<file path="config.mk">
export PLATFORM = sky130hd
export DESIGN_NAME = pipe_ctrl
export DESIGN_NICKNAME = d
export VERILOG_FILES = /design/src/rtl/pipe_ctrl.sv
export SDC_FILE = /design/constraint.sdc
export NUM_CORES = 1
export LEC_CHECK = 0
export ABC_AREA = 1
export ABC_CLOCK_PERIOD_IN_PS = 1720
export BUFFER_PORTS_ARGS = -buffer_cell sky130_fd_sc_hd__buf_2
export CORE_ASPECT_RATIO = 0.8
export CORE_MARGIN = 2
export CORE_UTILIZATION = 54
export DETAILED_ROUTE_END_ITERATION = 7
export GPL_TIMING_DRIVEN = 0
export PLACE_DENSITY = 0.84
export SETUP_SLACK_MARGIN = 0.05
export SKIP_CTS_REPAIR_TIMING = 1
export SYNTH_ARGS = -nofsm -noshare
export SYNTH_HDL_FRONTEND = slang
export SYNTH_SLANG_ARGS = --single-unit
</file>
<file path="constraint.sdc">
create_clock -name clk -period 1.72 [get_ports clk]
set_input_delay 0.172 -clock clk [delete_from_list [all_inputs] [get_ports clk]]
set_output_delay 0.172 -clock clk [all_outputs]
set_load 0.05 [all_outputs]
</file>
<file path="src/rtl/pipe_ctrl.sv">
// Pipeline controller for the 5-stage MIPS core: merges stage stall requests,
// sequences exception/ERET redirects as freeze-then-flush, and tracks stall statistics.
module pipe_ctrl #(
    parameter logic [31:0] EXC_VECTOR     = 32'hBFC00380,
    parameter int unsigned TIMEOUT_CYCLES = 255
) (
    input  logic        clk,
    input  logic        rst,
    input  logic        stallreq_id,
    input  logic        stallreq_ex,
    input  logic        stallreq_mem,
    input  logic        exc_valid,
    input  logic        eret_valid,
    input  logic [31:0] epc,
    output logic [5:0]  stall,
    output logic        flush,
    output logic [31:0] new_pc,
    output logic [31:0] stall_cnt,
    output logic        timeout
);

    localparam logic [1:0]  ST_RUN      = 2'd0;
    localparam logic [1:0]  ST_FREEZE   = 2'd1;
    localparam logic [1:0]  ST_FLUSH    = 2'd2;
    localparam logic [15:0] TIMEOUT_LIM = 16'(TIMEOUT_CYCLES);

    localparam logic [5:0]  STALL_MEM   = 6'b011111;
    localparam logic [5:0]  STALL_EX    = 6'b001111;
    localparam logic [5:0]  STALL_ID    = 6'b000111;

    logic [1:0]  r_state;
    logic [31:0] r_target;
    logic [31:0] r_stall_cnt;
    logic [15:0] r_run_cnt;
    logic        r_timeout;

    logic [5:0]  w_stall;
    logic        w_accept;
    logic        w_flush;

    always_comb begin
        // NOTE: defaults first so every path assigns every output; no latch is inferred.
        w_stall  = 6'b000000;
        w_accept = 1'b0;
        if (rst) begin
            case (r_state)
                ST_RUN: begin
                    if (stallreq_mem)     w_stall = STALL_MEM;
                    else if (stallreq_ex) w_stall = STALL_EX;
                    else if (stallreq_id) w_stall = STALL_ID;
                    // A redirect waits until MEM has finished its access.
                    w_accept = (exc_valid | eret_valid) & ~stallreq_mem;
                end
                ST_FREEZE: w_stall = STALL_MEM;
                default:   w_stall = 6'b000000;
            endcase
        end
    end

    always_ff @(posedge clk) begin
        // NOTE: sequential state uses non-blocking assignments so all registers update together.
        if (!rst) begin
            r_state     <= ST_RUN;
            r_target    <= 32'd0;
            r_stall_cnt <= 32'd0;
            r_run_cnt   <= 16'd0;
            r_timeout   <= 1'b0;
        end else begin
            case (r_state)
                ST_RUN: begin
                    if (w_accept) begin
                        r_target <= exc_valid ? EXC_VECTOR : epc;
                        r_state  <= ST_FREEZE;
                    end
                end
                ST_FREEZE: r_state <= ST_FLUSH;
                default:   r_state <= ST_RUN;
            endcase

            if (w_stall != 6'b000000) begin
                if (r_stall_cnt != 32'hFFFF_FFFF) r_stall_cnt <= r_stall_cnt + 32'd1;
                if (r_run_cnt != TIMEOUT_LIM) begin
                    r_run_cnt <= r_run_cnt + 16'd1;
                    if (r_run_cnt + 16'd1 == TIMEOUT_LIM) r_timeout <= 1'b1;
                end
            end else begin
                r_run_cnt <= 16'd0;
            end
        end
    end

    assign w_flush   = (r_state == ST_FLUSH);
    assign stall     = w_stall;
    assign flush     = w_flush;
    assign new_pc    = w_flush ? r_target : 32'd0;
    assign stall_cnt = r_stall_cnt;
    assign timeout   = r_timeout;

endmodule

</file>
==> run metrics, run 1 <==
Worst Path Class, Setup register to register; cell row count 29; part of the cycle the worst path needs 102.0%; post-DP HPWL 10.10 mm; Cell Pwr Density 648.8 nW/um2; cells after synthesis 654; total power 4.171 mW; initial antenna violation count 0; post-DR wirelength/cell 16.86 um; worst-case reg-to-reg path depth 10; via density per instance 5.553; CP Capture Type register; final hold vios 0; CP endpoint stall_cnt[30]; worst-skew pair later-pin latency 0.38 ns; max cap viols 0; Worst Max-Slew Pin Slew 0.7395 ns; Slew headroom 50.70%; yosys warns 0; H-tree depth 3; Netlist cell types 35; ant diodes 0; violated checks setup timing; GP Congestion 0.9536; clk_skew 0.01064 ns; Post-Syn Nets 697; final core occ 80.90%; final WL 15.41 mm; r2r setup slk -0.03 ns; Slew Viols, Final 0; critical path fanouts, max 5; worst flop-to-flop path endpoint stall_cnt[30]; core area 7946 um2; Netlist Area Pre-Place 4444 um2; filler cell count 505; vias in the first global route 4460; multi-input logic area 2811 um2; RSZ-0062 raised after global routing yes; Setup-failing EPs final 14; chip height 85.14 um; area growth from synthesis to layout 44.65%; area of the die 8976 um2; register area 1742 um2; Avg Synthesized Cell Area 6.796 um2; IO buf count 109; Pre-antenna DRT Iters 5; r2r startpoint stall_cnt[13]; total track usage 29.55%; placed cell count 871; Required @ worst endpoint 1.94 ns; CP startpoint kind register; number of CTS-inserted buffers 9; outcome finished, violations left; Post-DRT Antenna Nets 0; Lkg Pwr 2.516 nW; hold crit path type primary input to register; Tmin final 1.755 ns; first-pass GRT wire length 21.19 mm; boundary pin count 111; final worst slack -0.03462 ns; CTS tree yes; post-synthesis sequential area ratio 37.39%; clock-pin slew on the worst setup and hold paths 0.10 ns; f_max 569.9 MHz; DRC errors left 0; CP arrival 1.98 ns; largest net degree at the start of global routing 16; Layout Cells excl Fill 914; clk buf depth 2; crit path from stall_cnt[13]; # clock sinks 83; starting density of the core 55.93%; GRT overflow 0; Final #Nets 844; peak supply drop 0.4497 mV; synthesized flop and latch total 83; Die Width 105.4 um; DR vias 5075; ratio of cells with drive above 1 in the final layout 41.32%; initial drt markers 481; Root Buffer clkbuf_8; worst hold start epc[23]
-- through the flow --
step	area, um2	hold WS [ns]	setup TNS, ns	setup WS, ns
6_report	6429	0.1003	-0.2194	-0.03462
5_1_grt	6429	0.1180	-0.8437	-0.06287
4_1_cts	5555	0.09821	-12.05	-0.4050
3_5_place_dp	5346	0.4417	-0.6197	-0.07675
3_3_place_gp	5346	0.4349	0	0.0003254
2_1_floorplan	4666	0.3718	-0.8696	-0.06211
-- critical path: stages, from the launching register on --
cell	delay [ns]
dfxtp_4	0.38
nand2_4	0.06
nor3_4	0.25
nand2_2	0.11
nor2_4	0.14
nand2_4	0.10
nand2_8	0.15
clkinv_8	0.10
clkbuf_16	0.18
nand2_2	0.06
a21oi_1	0.05
-- metal layers --
layer / track usage [%] / part of all wire (%)
met3: 8.141 / 11
met5: 0 / 0
met2: 46.04 / 46
met4: 8.242 / 2.1
met1: 40.38 / 41
-- synthesized netlist by cell type --
library cell | count | area, um2
a21oi_1 | 51 | 255.2
inv_4 | 1 | 6.260
inv_1 | 83 | 311.6
buf_2 | 2 | 10.01
o21ai_1 | 2 | 10.01
a211oi_1 | 34 | 255.2
nand3_1 | 16 | 80.08
nand2_1 | 148 | 555.5
nand4_1 | 8 | 50.05
nand2_8 | 1 | 20.02
ha_1 | 4 | 50.05
nand2_2 | 1 | 6.260
nor2_1 | 109 | 409.1
buf_4 | 3 | 22.52
xor2_1 | 17 | 148.9
buf_1 | 5 | 18.77
nor3_1 | 27 | 135.1
nor2_2 | 1 | 6.260
nor3b_2 | 1 | 12.51
a21oi_2 | 4 | 35.03
nor2_4 | 2 | 22.52
and3_1 | 1 | 6.260
a31oi_4 | 1 | 21.27
clkbuf_1 | 13 | 48.80
buf_8 | 3 | 45.04
o21ai_0 | 11 | 55.05
nor3_4 | 2 | 32.53
nor3_2 | 2 | 20.02
dfxtp_1 | 83 | 1662
buf_6 | 2 | 22.52
inv_2 | 4 | 15.01
xnor2_1 | 7 | 61.31
conb_1 | 1 | 3.750
a31oi_1 | 3 | 18.77
nand2_4 | 1 | 11.26
-- placed cells by master (no fill, tap or decap), types with 10 or more instances in the layout --
cell type  instances
nor3_1            21
clkbuf_8          10
a21oi_2           14
buf_2             79
nor2_1            58
dfxtp_4           12
nor2_4            27
dfxtp_2           28
a21oi_1           41
nand3_1           12
buf_6             16
a211oi_1          34
nand2_2           16
clkbuf_1          10
xor2_1            17
dfxtp_1           43
nand2_4           11
nand2_1          124
inv_1             79
nor2_2            27
buf_4             38
-- sequential cells by signal, summed over array words and instances, names as in the netlist --
register   flops
r_run_cnt     16
r_state        2
r_target      32
stall_cnt     32
timeout        1
-- power by group --
part | internal [mW] | switching [mW] | leakage, nW
logic | 0.229 | 0.405 | 1.72
clock network | 0.724 | 0.801 | 0.0995
registers | 1.97 | 0.0398 | 0.698
-- how the worst min path moves through the flow --
stage	end	slack [ns]	depth (start not counted)
detailed placement	timeout	0.44	2
global placement	timeout	0.43	2
CTS	r_target[23]	0.1	3
global route	r_target[24]	0.12	3
finish	r_target[23]	0.10	3
floorplan	r_target[30]	0.37	2
-- cell type report --
cell class,count,share of cell area [%]
well taps,108,2.102
repair inverters,1,0.1362
flip-flops and latches,83,27.09
plain buffers,28,3.484
inverters,88,5.411
clock buffers,10,2.141
clock inverters,6,1.109
repair buffers,134,14.79
multi-input cells,456,43.73
-- cell families after synthesis --
logic type / Yosys count / share of synthesized area, %
adder cells (fa/ha/maj): 4 / 1.126
buffers and inverters: 116 / 11.26
other: 1 / 0.08438
AND/OR/NAND/NOR: 320 / 30.77
XOR/XNOR: 24 / 4.730
AO/OA/AOI/OAI: 106 / 14.64
flip-flops: 83 / 37.39
Note: power is estimated with default switching activity, not from simulation.
==> run 2: changes to the inputs <==
--- a/config.mk
+++ b/config.mk
@@ -8,7 +8,7 @@
 export ABC_AREA = 1
 export ABC_CLOCK_PERIOD_IN_PS = 1720
 export BUFFER_PORTS_ARGS = -buffer_cell sky130_fd_sc_hd__buf_2
-export CORE_ASPECT_RATIO = 0.8
+export CORE_ASPECT_RATIO = 1.75
 export CORE_MARGIN = 2
 export CORE_UTILIZATION = 54
 export DETAILED_ROUTE_END_ITERATION = 7
==> constraint.sdc (replaced) <==
create_clock -name clk -period 1.72 [get_ports clk]
set_input_delay 0.172 -clock clk [delete_from_list [all_inputs] [get_ports clk]]
set_output_delay 0.172 -clock clk [all_outputs]
set_load 0.1 [all_outputs]
==> run 2 against run 1 <==
The flow still finishes with violations (setup timing). Clock skew is essentially flat. Die area increased by 0.26%. Register-to-register slack lost 0.06 ns. Cell area is 2.2% higher. Via count shrank 2.7%. Wire length grew 3.8%. Fmax fell by 3.6%. Sequential cell count stayed put. Critical endpoint is now stall_cnt[22]. Largest cell class unchanged.
==> run metrics, run 2 (same netlist as run 1, synthesis figures left out) <==
CP startpoint kind register; Lkg Pwr 2.578 nW (+2.5%); outcome finished, violations left; core area 7963 um2 (+0.20%); initial antenna violation count 0 (unchanged); final worst slack -0.09927 ns (-0.06465 ns); clk_skew 0.01063 ns (-0.000009200 ns); worst-skew pair later-pin latency 0.35 ns (-0.03 ns); hold_ws 0.1413 ns (+0.04104 ns); Root Buffer clkbuf_16; Tmin final 1.819 ns (+0.06465 ns); commonest non-fill, non-tap cell in the layout nand2_1; chip height 124.0 um (+46%); H-tree depth 3 (unchanged); # clock sinks 83 (unchanged); cell row count 43 (+48%); CP endpoint stall_cnt[22]; Worst Max-Slew Pin Slew 0.8830 ns (+0.1435 ns); Setup-failing EPs final 25 (+11); CP max stage delay 0.41 ns (+0.03 ns); Cell Chain, Critical Path nand2_2 > nor2_2 > nand2_1 > nor2_2 > nand2_4 > nand2_8 > clkinv_8 > clkbuf_16 > nand2_2 > a21oi_2; first-pass GRT wire length 21.49 mm (+1.4%); total track usage 31.39% (+1.8 points); CP Capture Type register; multi-input logic area 2874 um2 (+2.2%); largest net degree at the start of global routing 14 (-2); placed cell count 853 (-2.1%); hold depth 3 (unchanged); DR vias 4937 (-2.7%); violated checks setup timing; post-DR wirelength/cell 17.93 um (+6.3%); starting density of the core 55.81% (-0.11 points); register area 1733 um2 (-0.50%); worst-case reg-to-reg path depth 10 (unchanged); post-DP HPWL 10.77 mm (+6.7%); peak supply drop 0.6478 mV (+44%); Layout Cells excl Fill 892 (-2.4%); RSZ-0062 raised after global routing yes; worst flop-to-flop path endpoint stall_cnt[22]; Final #Nets 840 (-0.47%); Die Width 72.58 um (-31%); ant diodes 0 (unchanged); area of the die 9000 um2 (+0.26%); area growth from synthesis to layout 47.89%; hold crit path type primary input to register; GP Congestion 0.9873 (+3.5%); ratio of cells with drive above 1 in the final layout 39.53% (-1.8 points); Slowest-stage cell, CP dfxtp_2; clock-pin slew on the worst setup and hold paths 0.07 ns (-0.03 ns); critical path fanouts, max 5 (unchanged); final hold vios 0 (unchanged); f_max 549.7 MHz (-3.6%); IO buf count 109 (unchanged); Slew Viols, Final 0 (unchanged); max cap viols 0 (unchanged); vias in the first global route 4459 (-0.022%); Required @ worst endpoint 1.91 ns (-0.03 ns); final WL 15.99 mm (+3.8%); Cell Pwr Density 687.8 nW/um2 (+6.0%); most frequent cells in the layout 125 x nand2_1, 79 x inv_1, 78 x buf_2; Post-DRT Antenna Nets 0 (unchanged); via density per instance 5.535 (-0.32%); part of the cycle the worst path needs 105.8% (+3.8 points); number of CTS-inserted buffers 9 (unchanged); Slew headroom 41.14% (-9.6 points); worst hold start epc[22]; clk buf depth 2 (unchanged); GRT overflow 0 (unchanged); initial drt markers 327 (-32%); filler cell count 466 (-7.7%); CP arrival 2.01 ns (+0.03 ns); crit path from stall_cnt[18]; boundary pin count 111 (unchanged); r2r startpoint stall_cnt[18]; DRC errors left 0 (unchanged); CTS tree yes; r2r setup slk -0.1 ns (-0.06 ns); Pre-antenna DRT Iters 5 (unchanged); Worst Path Class, Setup register to register
==> run 2: cell types whose count changed in the layout (fill, tap and decap cells not counted), moves of 5 or more <==
| cell | before | now |
|---|---|---|
| buf_6 | 16 | 31 |
| buf_4 | 38 | 20 |
| nand2_2 | 16 | 11 |
| nor2_4 | 27 | 43 |
| clkbuf_8 | 10 | 0 |
| clkbuf_16 | 3 | 15 |
| nor2_2 | 27 | 11 |
==> run 2: layout make-up <==
type                       instances  share of cell area [%]
timing repair buffer             130                   15.04
buffer                            28                   3.807
timing repair inverter             1                  0.1333
clock buffer                      13                   3.655
tap                               90                   1.713
inverter                          88                   5.292
multi-input combinational        456                   43.73
sequential                        83                   26.37
clock inverter                     3                  0.2665
==> run 2: per-stage QoR <==
stage	util, %	area (um2)	TNS [ns]	worst slack [ns]	total power [mW]
3_5_place_dp	69.12	5504	-2.879	-0.1389	2.664
6_report	82.54	6573	-1.090	-0.09927	4.520
4_1_cts	72.36	5762	-6.803	-0.3382	4.367
3_3_place_gp	69.12	5504	-2.557	-0.1305	2.650
5_1_grt	82.54	6573	-3.683	-0.1794	4.651
2_1_floorplan	-	4846	-11.82	-0.2034	2.513
==> run 2: critical path: cells and delay by family (launching register included) <==
family | cells | cell delay [ns]
compound gates | 1 | 0.06
buf+inv | 2 | 0.27
simple gates | 7 | 0.93
flops | 1 | 0.41
==> run 2: report_power, final <==
part	internal, mW	leakage (nW)	switching, mW
Sequential	1.98	0.695	0.0375
Clock	0.976	0.124	0.791
Combinational	0.234	1.76	0.505
==> run 2: metal layers <==
metal,track usage [%],up-vias,share of wire (%)
li1,-,2376,-
met1,31.91,2276,34
met2,58.81,214,54
met3,5.259,71,5.6
met4,17.59,0,7.2
met5,0,-,0
==> run 2: how the worst min path moves through the flow <==
stage | endpoint
floorplan | r_state[1]
global route | r_target[31]
detailed placement | timeout
finish | r_target[22]
global placement | timeout
CTS | r_target[22]
==> run 3: changes to the inputs <==
--- a/config.mk
+++ b/config.mk
@@ -7,14 +7,13 @@
 export LEC_CHECK = 0
 export ABC_AREA = 1
 export ABC_CLOCK_PERIOD_IN_PS = 1720
-export BUFFER_PORTS_ARGS = -buffer_cell sky130_fd_sc_hd__buf_2
+export BUFFER_PORTS_ARGS = -buffer_cell sky130_fd_sc_hd__clkbuf_2
 export CORE_ASPECT_RATIO = 1.75
 export CORE_MARGIN = 2
 export CORE_UTILIZATION = 54
 export DETAILED_ROUTE_END_ITERATION = 7
 export GPL_TIMING_DRIVEN = 0
 export PLACE_DENSITY = 0.84
-export SETUP_SLACK_MARGIN = 0.05
 export SKIP_CTS_REPAIR_TIMING = 1
 export SYNTH_ARGS = -nofsm -noshare
 export SYNTH_HDL_FRONTEND = slang
==> run 3 against run 2 <==
The flow now finishes without violations. Largest power group unchanged. Die area unchanged. Via count decreased by 2.3%. Cell count decreased by 1.6%. Critical path type is now register to output port. Critical path depth shrank 4.
==> run metrics, run 3 (same netlist as run 1, synthesis figures left out) <==
first-pass GRT wire length 21.83 mm (+1.6%); Worst Path Class, Setup register to output port; CP max stage delay 0.32 ns (-0.09 ns); peak supply drop 0.6711 mV (+3.6%); CTS tree yes; chip height 124.0 um (unchanged); clock-pin slew on the worst setup and hold paths 0.06 ns (about the same); initial antenna violation count 0 (unchanged); f_max 589.2 MHz (+7.2%); cell mode on critical path nor2_4; max cap viols 0 (unchanged); Final Cell Area 6246 um2 (-5.0%); post-place setup slack -0.1198 ns (+0.01910 ns); commonest non-fill, non-tap cell in the layout nand2_1; Slew headroom 53.25% (+12 points); part of the cycle the worst path needs 98.68% (-7.1 points); dpl cell area 5504 um2 (unchanged); final worst slack 0.02266 ns (+0.1219 ns); GP Congestion 0.9345 (-5.3%); ratio of cells with drive above 1 in the final layout 34.90% (-4.6 points); initial drt markers 300 (-8.3%); starting density of the core 55.81% (unchanged); GRT overflow 0 (unchanged); worst-skew pair later-pin latency 0.35 ns (about the same); Setup-failing EPs final 0 (-100%); Cell Pwr Density 716.4 nW/um2 (+4.2%); area of the die 9000 um2 (unchanged); ant diodes 0 (unchanged); number of CTS-inserted buffers 9 (unchanged); Cell Chain, Critical Path inv_2 > nor2_4 > inv_4 > clkbuf_16 > nor2_4 > buf_6; total power 4.475 mW (-1.0%); Slowest-stage cell, CP dfxtp_2; CP arrival 1.53 ns (-0.48 ns); final hold vios 0 (unchanged); CP Capture Type output port; most frequent cells in the layout 140 x nand2_1, 80 x inv_1, 78 x clkbuf_2; Lkg Pwr 2.330 nW (-9.6%); vias in the first global route 4679 (+4.9%); setup TNS 0 ns (+1.090 ns); multi-input logic area 2714 um2 (-5.6%); register area 1732 um2 (about the same); DR vias 4823 (-2.3%); core area 7963 um2 (unchanged); total track usage 31.91% (+0.53 points); critical path fanouts, max 10 (+5); filler cell count 588 (+26%); Pre-antenna DRT Iters 5 (unchanged); RSZ-0062 raised after global routing yes; delay-heaviest family, CP buffers and inverters; Worst Max-Slew Pin Slew 0.7012 ns (-0.1818 ns); CP startpoint kind register; clk buf depth 2 (unchanged); largest net degree at the start of global routing 15 (+1); Slew Viols, Final 0 (unchanged); hold crit path type primary input to register; area growth from synthesis to layout 40.54%; Required @ worst endpoint 1.55 ns (-0.36 ns); Post-DRT Antenna Nets 0 (unchanged); DRC errors left 0 (unchanged); # clock sinks 83 (unchanged); post-DP HPWL 10.82 mm (+0.47%); Die Width 72.58 um (unchanged); cell row count 43 (unchanged); final WL 14.79 mm (-7.5%); post-DR wirelength/cell 16.84 um (-6.1%); Root Buffer clkbuf_16; Bufs and invs on worst path 4 (+2); outcome finished clean; boundary pin count 111 (unchanged); clk_skew 0.007792 ns (-0.002842 ns); Tmin final 1.697 ns (-0.1219 ns); Final #Nets 826 (-1.7%); H-tree depth 3 (unchanged); IO buf count 109 (unchanged); via density per instance 5.493 (-0.75%)
## run 3: cell types whose count changed in the layout (fill, tap and decap cells not counted), sizes merged
cell,delta
inv,+1
clkinvlp,+1
buf,-85
nand2,-1
clkbuf,+71
clkinv,-1
## run 3: worst reg2reg max path: stages (launching register included)
cell	delay (ns)
dfxtp_2	0.37
inv_1	0.08
nor3_2	0.22
nand2_1	0.13
nor2_4	0.15
nand2_4	0.08
nand2_8	0.14
inv_6	0.07
buf_6	0.15
nand2_1	0.10
a21oi_2	0.07
## run 3: worst paths after layout
path | to | slack (ns) | from | depth (start not counted)
setup / recovery | new_pc[21] | 0.02 | r_state[1] | 6
hold / removal | r_target[14] | 0.14 | epc[14] | 3
setup reg to reg | stall_cnt[23] | 0.03 | stall_cnt[24] | 10
hold reg to reg | timeout | 0.46 | timeout | 2
## run 3: routing by layer
layer	part of all wire (%)	global-route usage [%]
met1	34	29.82
met2	55	60.28
met3	4.7	4.288
met4	6.6	24.42
met5	0	0
## run 3: cell type report
type / count / share of cell area [%]
Clock inverter: 5 / 0.6210
Inverter: 88 / 5.409
Sequential cell: 83 / 27.72
Clock buffer: 11 / 3.726
Multi-Input combinational cell: 455 / 43.45
Tap cell: 90 / 1.803
Buffer: 28 / 3.806
Timing Repair Buffer: 118 / 13.46
## run 3: where the power goes
group | total, mW | switching, mW | internal (mW)
sequential | 2.01 | 0.0353 | 1.98
combinational | 0.667 | 0.472 | 0.196
clock | 1.80 | 0.811 | 0.985
## run 3: through the flow
stage	util [%]	hold WS [ns]	std cells
3_5_place_dp	69.12	0.4510	853
6_report	78.44	0.1376	878
4_1_cts	72.53	0.1303	869
2_1_floorplan	-	0.3658	654
5_1_grt	78.44	0.1639	878
3_3_place_gp	69.12	0.4408	853
